## config.mk

```make
export PLATFORM = sky130hd
export DESIGN_NAME = pc_redirect_ctrl
export DESIGN_NICKNAME = d
export VERILOG_FILES = /design/src/rtl/pc_seq_pkg.sv /design/src/rtl/pc_target_mux.sv /design/src/rtl/pc_redirect_ctrl.sv
export SDC_FILE = /design/constraint.sdc
export NUM_CORES = 1
export LEC_CHECK = 0
export ABC_AREA = 1
export CORE_ASPECT_RATIO = 1.75
export CORE_MARGIN = 1.5
export CORE_UTILIZATION = 42
export DETAILED_ROUTE_END_ITERATION = 6
export PLACE_DENSITY = 0.77
export SETUP_SLACK_MARGIN = 0.15
export SLEW_MARGIN = 20
export SYNTH_ARGS = -nofsm -noshare
export SYNTH_HDL_FRONTEND = slang
export SYNTH_SLANG_ARGS = --single-unit
```

## constraint.sdc

```tcl
create_clock -name clk -period 1.5 [get_ports clk]
set_clock_uncertainty 0.1 [all_clocks]
set_input_delay 0.3 -clock clk [delete_from_list [all_inputs] [get_ports clk]]
set_output_delay 0.3 -clock clk [all_outputs]
set_load 0.1 [all_outputs]
```

## src/rtl/pc_seq_pkg.sv

```systemverilog
// Shared encodings for the PC sequencer: JumpOP values, sequencer states, PC width
// and a saturating counter helper.
package pc_seq_pkg;

    localparam int unsigned PC_W = 32;

    localparam logic [1:0] JUMP_TO_PCOUT_PLUS4 = 2'd0;
    localparam logic [1:0] JUMP_TO_BRANCH      = 2'd1;
    localparam logic [1:0] JUMP_TO_JR          = 2'd2;
    localparam logic [1:0] JUMP_TO_JUMP        = 2'd3;

    typedef enum logic [1:0] {
        FETCH    = 2'd0,
        WAIT_MEM = 2'd1,
        FLUSH    = 2'd2
    } pc_state_e;

    function automatic logic [15:0] sat_inc16(input logic [15:0] v);
        return (v == 16'hFFFF) ? v : v + 16'd1;
    endfunction

endpackage

```

## src/rtl/pc_target_mux.sv

```systemverilog
// Selects the redirect target by JumpOP and forces word alignment on the result.
module pc_target_mux
    import pc_seq_pkg::*;
(
    input  logic [1:0]      jump_op,
    input  logic [PC_W-1:0] pc_plus4,
    input  logic [PC_W-1:0] branch_target,
    input  logic [PC_W-1:0] jr_target,
    input  logic [PC_W-1:0] jump_target,
    output logic [PC_W-1:0] target
);

    logic [PC_W-1:0] raw_s;

    // target selection with word-alignment mask
    always_comb begin
        raw_s = pc_plus4;
        case (jump_op)
            JUMP_TO_BRANCH: raw_s = branch_target;
            JUMP_TO_JR:     raw_s = jr_target;
            JUMP_TO_JUMP:   raw_s = jump_target;
            default:        raw_s = pc_plus4;
        endcase
        target = {raw_s[PC_W-1:2], 2'b00};
    end

endmodule

```

## src/rtl/pc_redirect_ctrl.sv

```systemverilog
// PC sequencer: owns the PC, runs the imem handshake, buffers redirects during
// memory waits and flushes IF/ID + ID/EX. Optional counters: PC_REDIRECT_STATS_EN.
module pc_redirect_ctrl
    import pc_seq_pkg::*;
#(
    parameter logic [31:0] RESET_PC     = 32'h0000_0000,
    parameter int unsigned FLUSH_CYCLES = 1
) (
    input  logic        clk,
    input  logic        rst_n,
    input  logic [1:0]  jump_op,
    input  logic        redirect_valid,
    input  logic [31:0] branch_target,
    input  logic [31:0] jr_target,
    input  logic [31:0] jump_target,
    input  logic        stall_in,
    input  logic        imem_ready,
    output logic        imem_req,
    output logic [31:0] imem_addr,
    output logic [31:0] pc_plus4,
    output logic        if_id_write,
    output logic        if_id_flush,
    output logic        id_ex_flush
`ifdef PC_REDIRECT_STATS_EN
    ,
    output logic [15:0] br_cnt,
    output logic [15:0] jr_cnt,
    output logic [15:0] j_cnt
`endif
);

    localparam logic [1:0] FLUSH_INIT = 2'(FLUSH_CYCLES - 1);

    pc_state_e       state_r;
    logic [PC_W-1:0] pc_r;
    logic [PC_W-1:0] pc_plus4_s;
    logic [PC_W-1:0] sel_target_s;
    logic            pend_valid_r;
    logic [PC_W-1:0] pend_target_r;
    logic [1:0]      pend_op_r;
    logic [1:0]      flush_cnt_r;
    logic            redirect_taken_s;
    logic            accepted_s;
    logic            eff_valid_s;
    logic [PC_W-1:0] eff_target_s;
    logic [1:0]      eff_op_s;
    logic            load_s;

    assign pc_plus4_s = pc_r + 32'd4;
    assign imem_addr  = pc_r;
    assign pc_plus4   = pc_plus4_s;

    pc_target_mux u_mux (
        .jump_op       (jump_op),
        .pc_plus4      (pc_plus4_s),
        .branch_target (branch_target),
        .jr_target     (jr_target),
        .jump_target   (jump_target),
        .target        (sel_target_s)
    );

    // a fresh redirect overrides the buffered one (last wins)
    always_comb begin
        redirect_taken_s = redirect_valid && (jump_op != JUMP_TO_PCOUT_PLUS4);
        accepted_s       = imem_req && imem_ready;
        eff_valid_s      = redirect_taken_s || pend_valid_r;
        eff_target_s     = redirect_taken_s ? sel_target_s : pend_target_r;
        eff_op_s         = redirect_taken_s ? jump_op : pend_op_r;
        if ((state_r == FETCH) || (state_r == WAIT_MEM)) begin
            load_s = accepted_s && eff_valid_s && ((state_r == WAIT_MEM) || redirect_taken_s);
        end else begin
            load_s = 1'b0;
        end
    end

    // sequencer state, PC, pending buffer and registered pipeline controls
    always_ff @(posedge clk or negedge rst_n) begin
        if (!rst_n) begin
            state_r       <= FETCH;
            pc_r          <= RESET_PC;
            imem_req      <= 1'b0;
            if_id_write   <= 1'b0;
            if_id_flush   <= 1'b0;
            id_ex_flush   <= 1'b0;
            pend_valid_r  <= 1'b0;
            pend_target_r <= 32'h0000_0000;
            pend_op_r     <= 2'd0;
            flush_cnt_r   <= 2'd0;
        end else begin
            imem_req    <= 1'b1;
            if_id_write <= 1'b0;
            if (load_s) begin
                pc_r         <= eff_target_s;
                pend_valid_r <= 1'b0;
                state_r      <= FLUSH;
                flush_cnt_r  <= FLUSH_INIT;
                if_id_flush  <= 1'b1;
                id_ex_flush  <= 1'b1;
            end else begin
                case (state_r)
                    FETCH: begin
                        if (redirect_taken_s) begin
                            pend_valid_r  <= 1'b1;
                            pend_target_r <= sel_target_s;
                            pend_op_r     <= eff_op_s;
                            state_r       <= WAIT_MEM;
                        end else if (stall_in) begin
                            state_r <= FETCH;
                        end else if (accepted_s) begin
                            pc_r        <= pc_plus4_s;
                            if_id_write <= 1'b1;
                        end else if (imem_req) begin
                            state_r <= WAIT_MEM;
                        end else begin
                            state_r <= FETCH;
                        end
                    end
                    WAIT_MEM: begin
                        if (imem_ready) begin
                            pc_r        <= pc_plus4_s;
                            if_id_write <= 1'b1;
                            state_r     <= FETCH;
                        end else if (redirect_taken_s) begin
                            pend_valid_r  <= 1'b1;
                            pend_target_r <= sel_target_s;
                            pend_op_r     <= eff_op_s;
                        end else begin
                            state_r <= WAIT_MEM;
                        end
                    end
                    FLUSH: begin
                        if (accepted_s) begin
                            pc_r <= pc_plus4_s;
                        end else begin
                            pc_r <= pc_r;
                        end
                        if (flush_cnt_r == 2'd0) begin
                            state_r     <= FETCH;
                            if_id_flush <= 1'b0;
                            id_ex_flush <= 1'b0;
                        end else begin
                            flush_cnt_r <= flush_cnt_r - 2'd1;
                        end
                    end
                    default: begin
                        state_r     <= FETCH;
                        if_id_flush <= 1'b0;
                        id_ex_flush <= 1'b0;
                    end
                endcase
            end
        end
    end

`ifdef PC_REDIRECT_STATS_EN
    // per-type redirect counters, bumped only when the PC takes the target
    always_ff @(posedge clk or negedge rst_n) begin
        if (!rst_n) begin
            br_cnt <= 16'd0;
            jr_cnt <= 16'd0;
            j_cnt  <= 16'd0;
        end else if (load_s) begin
            case (eff_op_s)
                JUMP_TO_BRANCH: br_cnt <= sat_inc16(br_cnt);
                JUMP_TO_JR:     jr_cnt <= sat_inc16(jr_cnt);
                JUMP_TO_JUMP:   j_cnt  <= sat_inc16(j_cnt);
                default:        br_cnt <= br_cnt;
            endcase
        end else begin
            br_cnt <= br_cnt;
        end
    end
`endif

endmodule

```

==> results of run 1 <==
==> through the flow <==
| stage | util [%] | instance area, um^2 | hold WS [ns] |
|---|---|---|---|
| 2_1_floorplan | - | 5720 | -0.0956 |
| 3_3_place_gp | 75.3 | 9040 | 0.254 |
| 3_5_place_dp | 75.3 | 9040 | 0.257 |
| 4_1_cts | 91.2 | 10900 | 0.388 |
==> synthesized netlist by cell type, types with 2 or more instances <==
cell type | n | area, um^2
buf_4 | 12 | 90.1
ha_1 | 2 | 25.0
inv_2 | 7 | 26.3
o21ai_1 | 27 | 135
nor2_1 | 61 | 229
xnor2_1 | 2 | 17.5
nand2_2 | 3 | 18.8
xor2_1 | 3 | 26.3
nand3_1 | 89 | 445
nand4_1 | 14 | 87.6
dfrtp_1 | 72 | 1800
or2_2 | 13 | 81.3
buf_2 | 17 | 85.1
nor2_4 | 2 | 22.5
a21oi_1 | 14 | 70.1
nand3_2 | 3 | 30.0
inv_1 | 59 | 221
o21ai_0 | 26 | 130
buf_6 | 4 | 45.0
clkbuf_1 | 5 | 18.8
nand2_1 | 385 | 1450
nor2_2 | 5 | 31.3
==> what timing repair did <==
action / CTS
gates cloned: 11
endpoints found under the setup margin: 138
gates resized for setup: 292
pin swaps: 80
setup buffers: 40
hold buffers: 1
hold endpoints to repair: 72
==> logic make-up after synthesis <==
kind of cell | synth area share, %
and+or+nand+nor | 46.7
xor gates and xnor gates | 1.16
AOI/OAI and AO/OA | 7.14
DFF | 34.9
other | 0.0726
buffers and inverters | 9.52
adders and majority gates | 0.484
==> flow_metrics.tcl, run 1 <==
set metrics [dict create \
    status "did not finish" \
    haltStage "5_1_grt" \
    first-error "[ERROR DPL-0038] Utilization greater than 100%, impossible to legalize" \
    routabilityCongestion 0.976 \
    rows 53 \
    io_pins 171 \
    grt_start_max_net_pins 73 \
    ys_ff_latch 72 \
    synthCells 834 \
    hpwl_um 15000 \
    clock-sinks 72 \
    clock_path_buffers 2 \
    start_util_pct 43.0 \
    yosys_warnings 0 \
    htree_levels 3 \
    synth_edf_count 0 \
    dp_cells 1259 \
    synthesis.nets 939 \
    io_buffers 164 \
    fp.dieH_um 150 \
    ys_seq_area_share_pct 34.9 \
    die_w_um 86.8 \
    syn_area_um2 5170 \
    root_buffer "clkbuf_16" \
    async_flop_share_pct 100 \
    cts-buffers-inserted 9 \
    synthFlopType "dfrtp_1" \
    synth_area_per_cell_um2 6.19 \
    ys_types 31 \
    post-place-ws_ns -0.630 \
]
==> run 2, diff against run 1 <==
Settings changed: CORE_ASPECT_RATIO 1.75 to default, CORE_UTILIZATION 42 to 40, PLACE_DENSITY 0.77 to default, PLACE_DENSITY_LB_ADDON from default to 0.15, SETUP_SLACK_MARGIN 0.15 to default.
Clock period 1.5 ns to 2 ns, I/O delays scaled along.
==> run 2 against run 1 <==
Effect of this change: synthesized area is the same; synthesized cell count unchanged; the flow now finishes, with violations (negative setup slack).
==> flow_metrics.tcl, run 2 <==
set metrics [dict create \
    status "finished, violations left" \
    violations "negative setup slack" \
    crit_type "reg2out" \
    whs_path_depth 2 \
    yosys_warnings 0 \
    timing.rr.start "imem_addr[23]" \
    p_clk_share_pct 10.5 \
    p_switching_mw 8.52 \
    switching_share_pct 53.7 \
    finalMaxSlewViolations 0 \
    layout-drive-gt1-share_pct 38.7 \
    grt_use_total_pct 28.7 \
    grt_start_max_net_pins 60 \
    synth_edf_count 0 \
    clock-sinks 72 \
    layout_commonest_cell "nand2_1" \
    rows 41 \
    ys_ff_latch 72 \
    reg2reg_to "imem_addr[24]" \
    yosys.area_share.adder_pct 0.484 \
    hp-class "reg2reg" \
    synthCells 834 \
    synthTopCellsByArea "dfrtp_1 (35%), nand2_1 (28%), nand3_1 (8.6%)" \
    root_buffer "clkbuf_16" \
    synth_top_family_by_area "simple AND/OR/NAND/NOR gates" \
    synth-xor-area-share_pct 1.16 \
    io_pins 171 \
    setup-tns-final_ns -9.03 \
    synth.most_common_cell "nand2_1" \
    synthFlopType "dfrtp_1" \
    die_w_um 117 \
    drt_iter0_drc 590 \
    synthMuxAreaShare_pct 0 \
    cts_tree "done" \
    cap_violations 0 \
    final_antenna_net_count 0 \
    vias 6803 \
    async_flop_share_pct 100 \
    fin_ws_ns -0.437 \
    rsz0062_at_grt "yes" \
    wirelength_met1_um 7840 \
    critPathMaxFanout 4 \
    hold_path_end "pend_target_r[21]" \
    clock_path_buffers 2 \
    synth.largest_area_cell "dfrtp_1" \
    clk_pin_slew_ns 0.06 \
    start_util_pct 40.9 \
    fin_area_um2 9970 \
    ir_drop_mv 1.52 \
    wl_met3_um 1460 \
    wl_met2_um 11100 \
    start_kind "register" \
    diodes 0 \
    insertion_delay_ns 0.34 \
    place_area_um2 8690 \
    synthesis.nets 939 \
    hpwl_um 13700 \
    first_global_vias 6264 \
    finalNonFillerCells 1275 \
    synth_area_per_cell_um2 6.19 \
    drt_first_pass_iters 6 \
    post-route-min-period_ns 2.44 \
    top_layer_used "met4" \
    power.leakage_nw 4.57 \
    cts-buffers-inserted 9 \
    reg2reg_depth 11 \
    yosys.area_share.simple_pct 46.7 \
    areaGrowthSynthToFinish_pct 93.0 \
    comb_power_share_pct 71.3 \
    cp.arrival_ns 1.94 \
    wl_um 21900 \
    cp.required_ns 1.50 \
    routedWlPerCell_um 17.2 \
    final_cell_mix "nand2_1 (307), buf_4 (99), clkdlybuf4s50_1 (93), buf_12 (79), nand3_1 (72)" \
    htree_levels 3 \
    drc_errors 0 \
    nNetsFinal 1203 \
    power.density_nw_per_um2 1590 \
    intPower_mw 7.34 \
    syn_area_um2 5170 \
    end_kind "output port" \
    synth_top_area_share_pct 34.9 \
    io_buffers 164 \
    routabilityCongestion 0.918 \
    ys_types 31 \
    nFillCells 768 \
    viasPerCell 5.34 \
    finalSetupViolations 28 \
    fmax_mhz 410 \
    synth_commonest_cells "nand2_1 (385), nand3_1 (89), dfrtp_1 (72), nor2_1 (61), inv_1 (59)" \
    synth_compound_area_share_pct 7.14 \
    r2r_setup_slack_ns 0.08 \
    grt_pass1_wl_um 30200 \
    overflow 0 \
    antenna_found_initial 0 \
    die_area_um2 13600 \
    core_um2 12600 \
    final_hold_viol_count 0 \
    fp.dieH_um 117 \
    hold_start "pend_target_r[21]" \
    finalCritPeriodShare_pct 122 \
    dp_cells 1226 \
    ys_seq_area_share_pct 34.9 \
    seqPwrFrac_pct 18.2 \
]
run 2: cell counts after synthesis:
Identical to the previous run, type by type.
run 2: cell families after synthesis:
family	after synthesis
other	1
adders and majority gates	2
and+or+nand+nor	578
buffers and inverters	105
AOI/OAI and AO/OA	70
DFF	72
xor gates and xnor gates	6
run 2: layout make-up:
type | instances | area (um^2) | area share [%]
multi-input combinational | 657 | 3800 | 38.1
inverter | 66 | 279 | 2.80
sequential | 72 | 1880 | 18.9
clock buffer | 9 | 225 | 2.26
tap | 172 | 215 | 2.16
clock inverter | 7 | 78.8 | 0.790
timing repair buffer | 292 | 3490 | 35.0
run 2: stage by stage:
stage	hold slack [ns]	power, mW	worst slack [ns]	utilization (%)
after detailed placement	0.247	13.1	-0.271	68.9
final	0.384	15.9	-0.437	79.0
after CTS	0.385	15.3	-0.320	75.8
after global routing	0.409	16.5	-0.477	79.0
after floorplan	0.00441	9.13	-0.716	-
after global placement	0.245	13.0	-0.234	68.9
run 2: layer usage:
metal | up-vias | global-route usage (%)
li1 | 3162 | -
met3 | 126 | 5.60
met5 | - | 0
met2 | 356 | 51.7
met4 | 0 | 14.3
met1 | 3159 | 32.6
run 2: power by group through the flow:
stage / combinational (mW) / sequential, mW / clock (mW)
floorplan: 4.50 / 4.63 / 0
global placement: 10.2 / 2.75 / 0
detailed placement: 10.3 / 2.78 / 0
CTS: 10.8 / 2.79 / 1.66
global route: 11.8 / 2.94 / 1.74
finish: 11.3 / 2.89 / 1.67
run 2: how the worst max path moves through the flow:
stage	from	depth (start not counted)	endpoint	slack [ns]
floorplan	imem_addr[2]	4	pc_plus4[9]	-0.72
global placement	jump_op[0]	11	imem_addr[10]	-0.23
detailed placement	jump_op[1]	10	imem_addr[30]	-0.27
CTS	imem_addr[8]	9	pc_plus4[29]	-0.32
global route	imem_addr[15]	8	pc_plus4[21]	-0.48
finish	imem_addr[6]	8	pc_plus4[13]	-0.44
run 2: timing repair:
| action | CTS | global route |
|---|---|---|
| buffers inserted | 17 | 16 |
| setup endpoints to repair | 28 | 34 |
| hold buffers | 1 | 0 |
| gates resized for setup | 112 | 77 |
| pin swaps | 26 | 44 |
| endpoints found under the hold margin | 14 | 0 |
run 2: critical path, stage by stage (launching register included):
cell	delay, ns
dfrtp_4	0.46
buf_6	0.13
nand2_8	0.07
nor2_4	0.20
nand2_4	0.09
nor2_4	0.20
nand2_1	0.17
nand2_4	0.11
buf_12	0.17
Power figures use the tool's default switching activity.
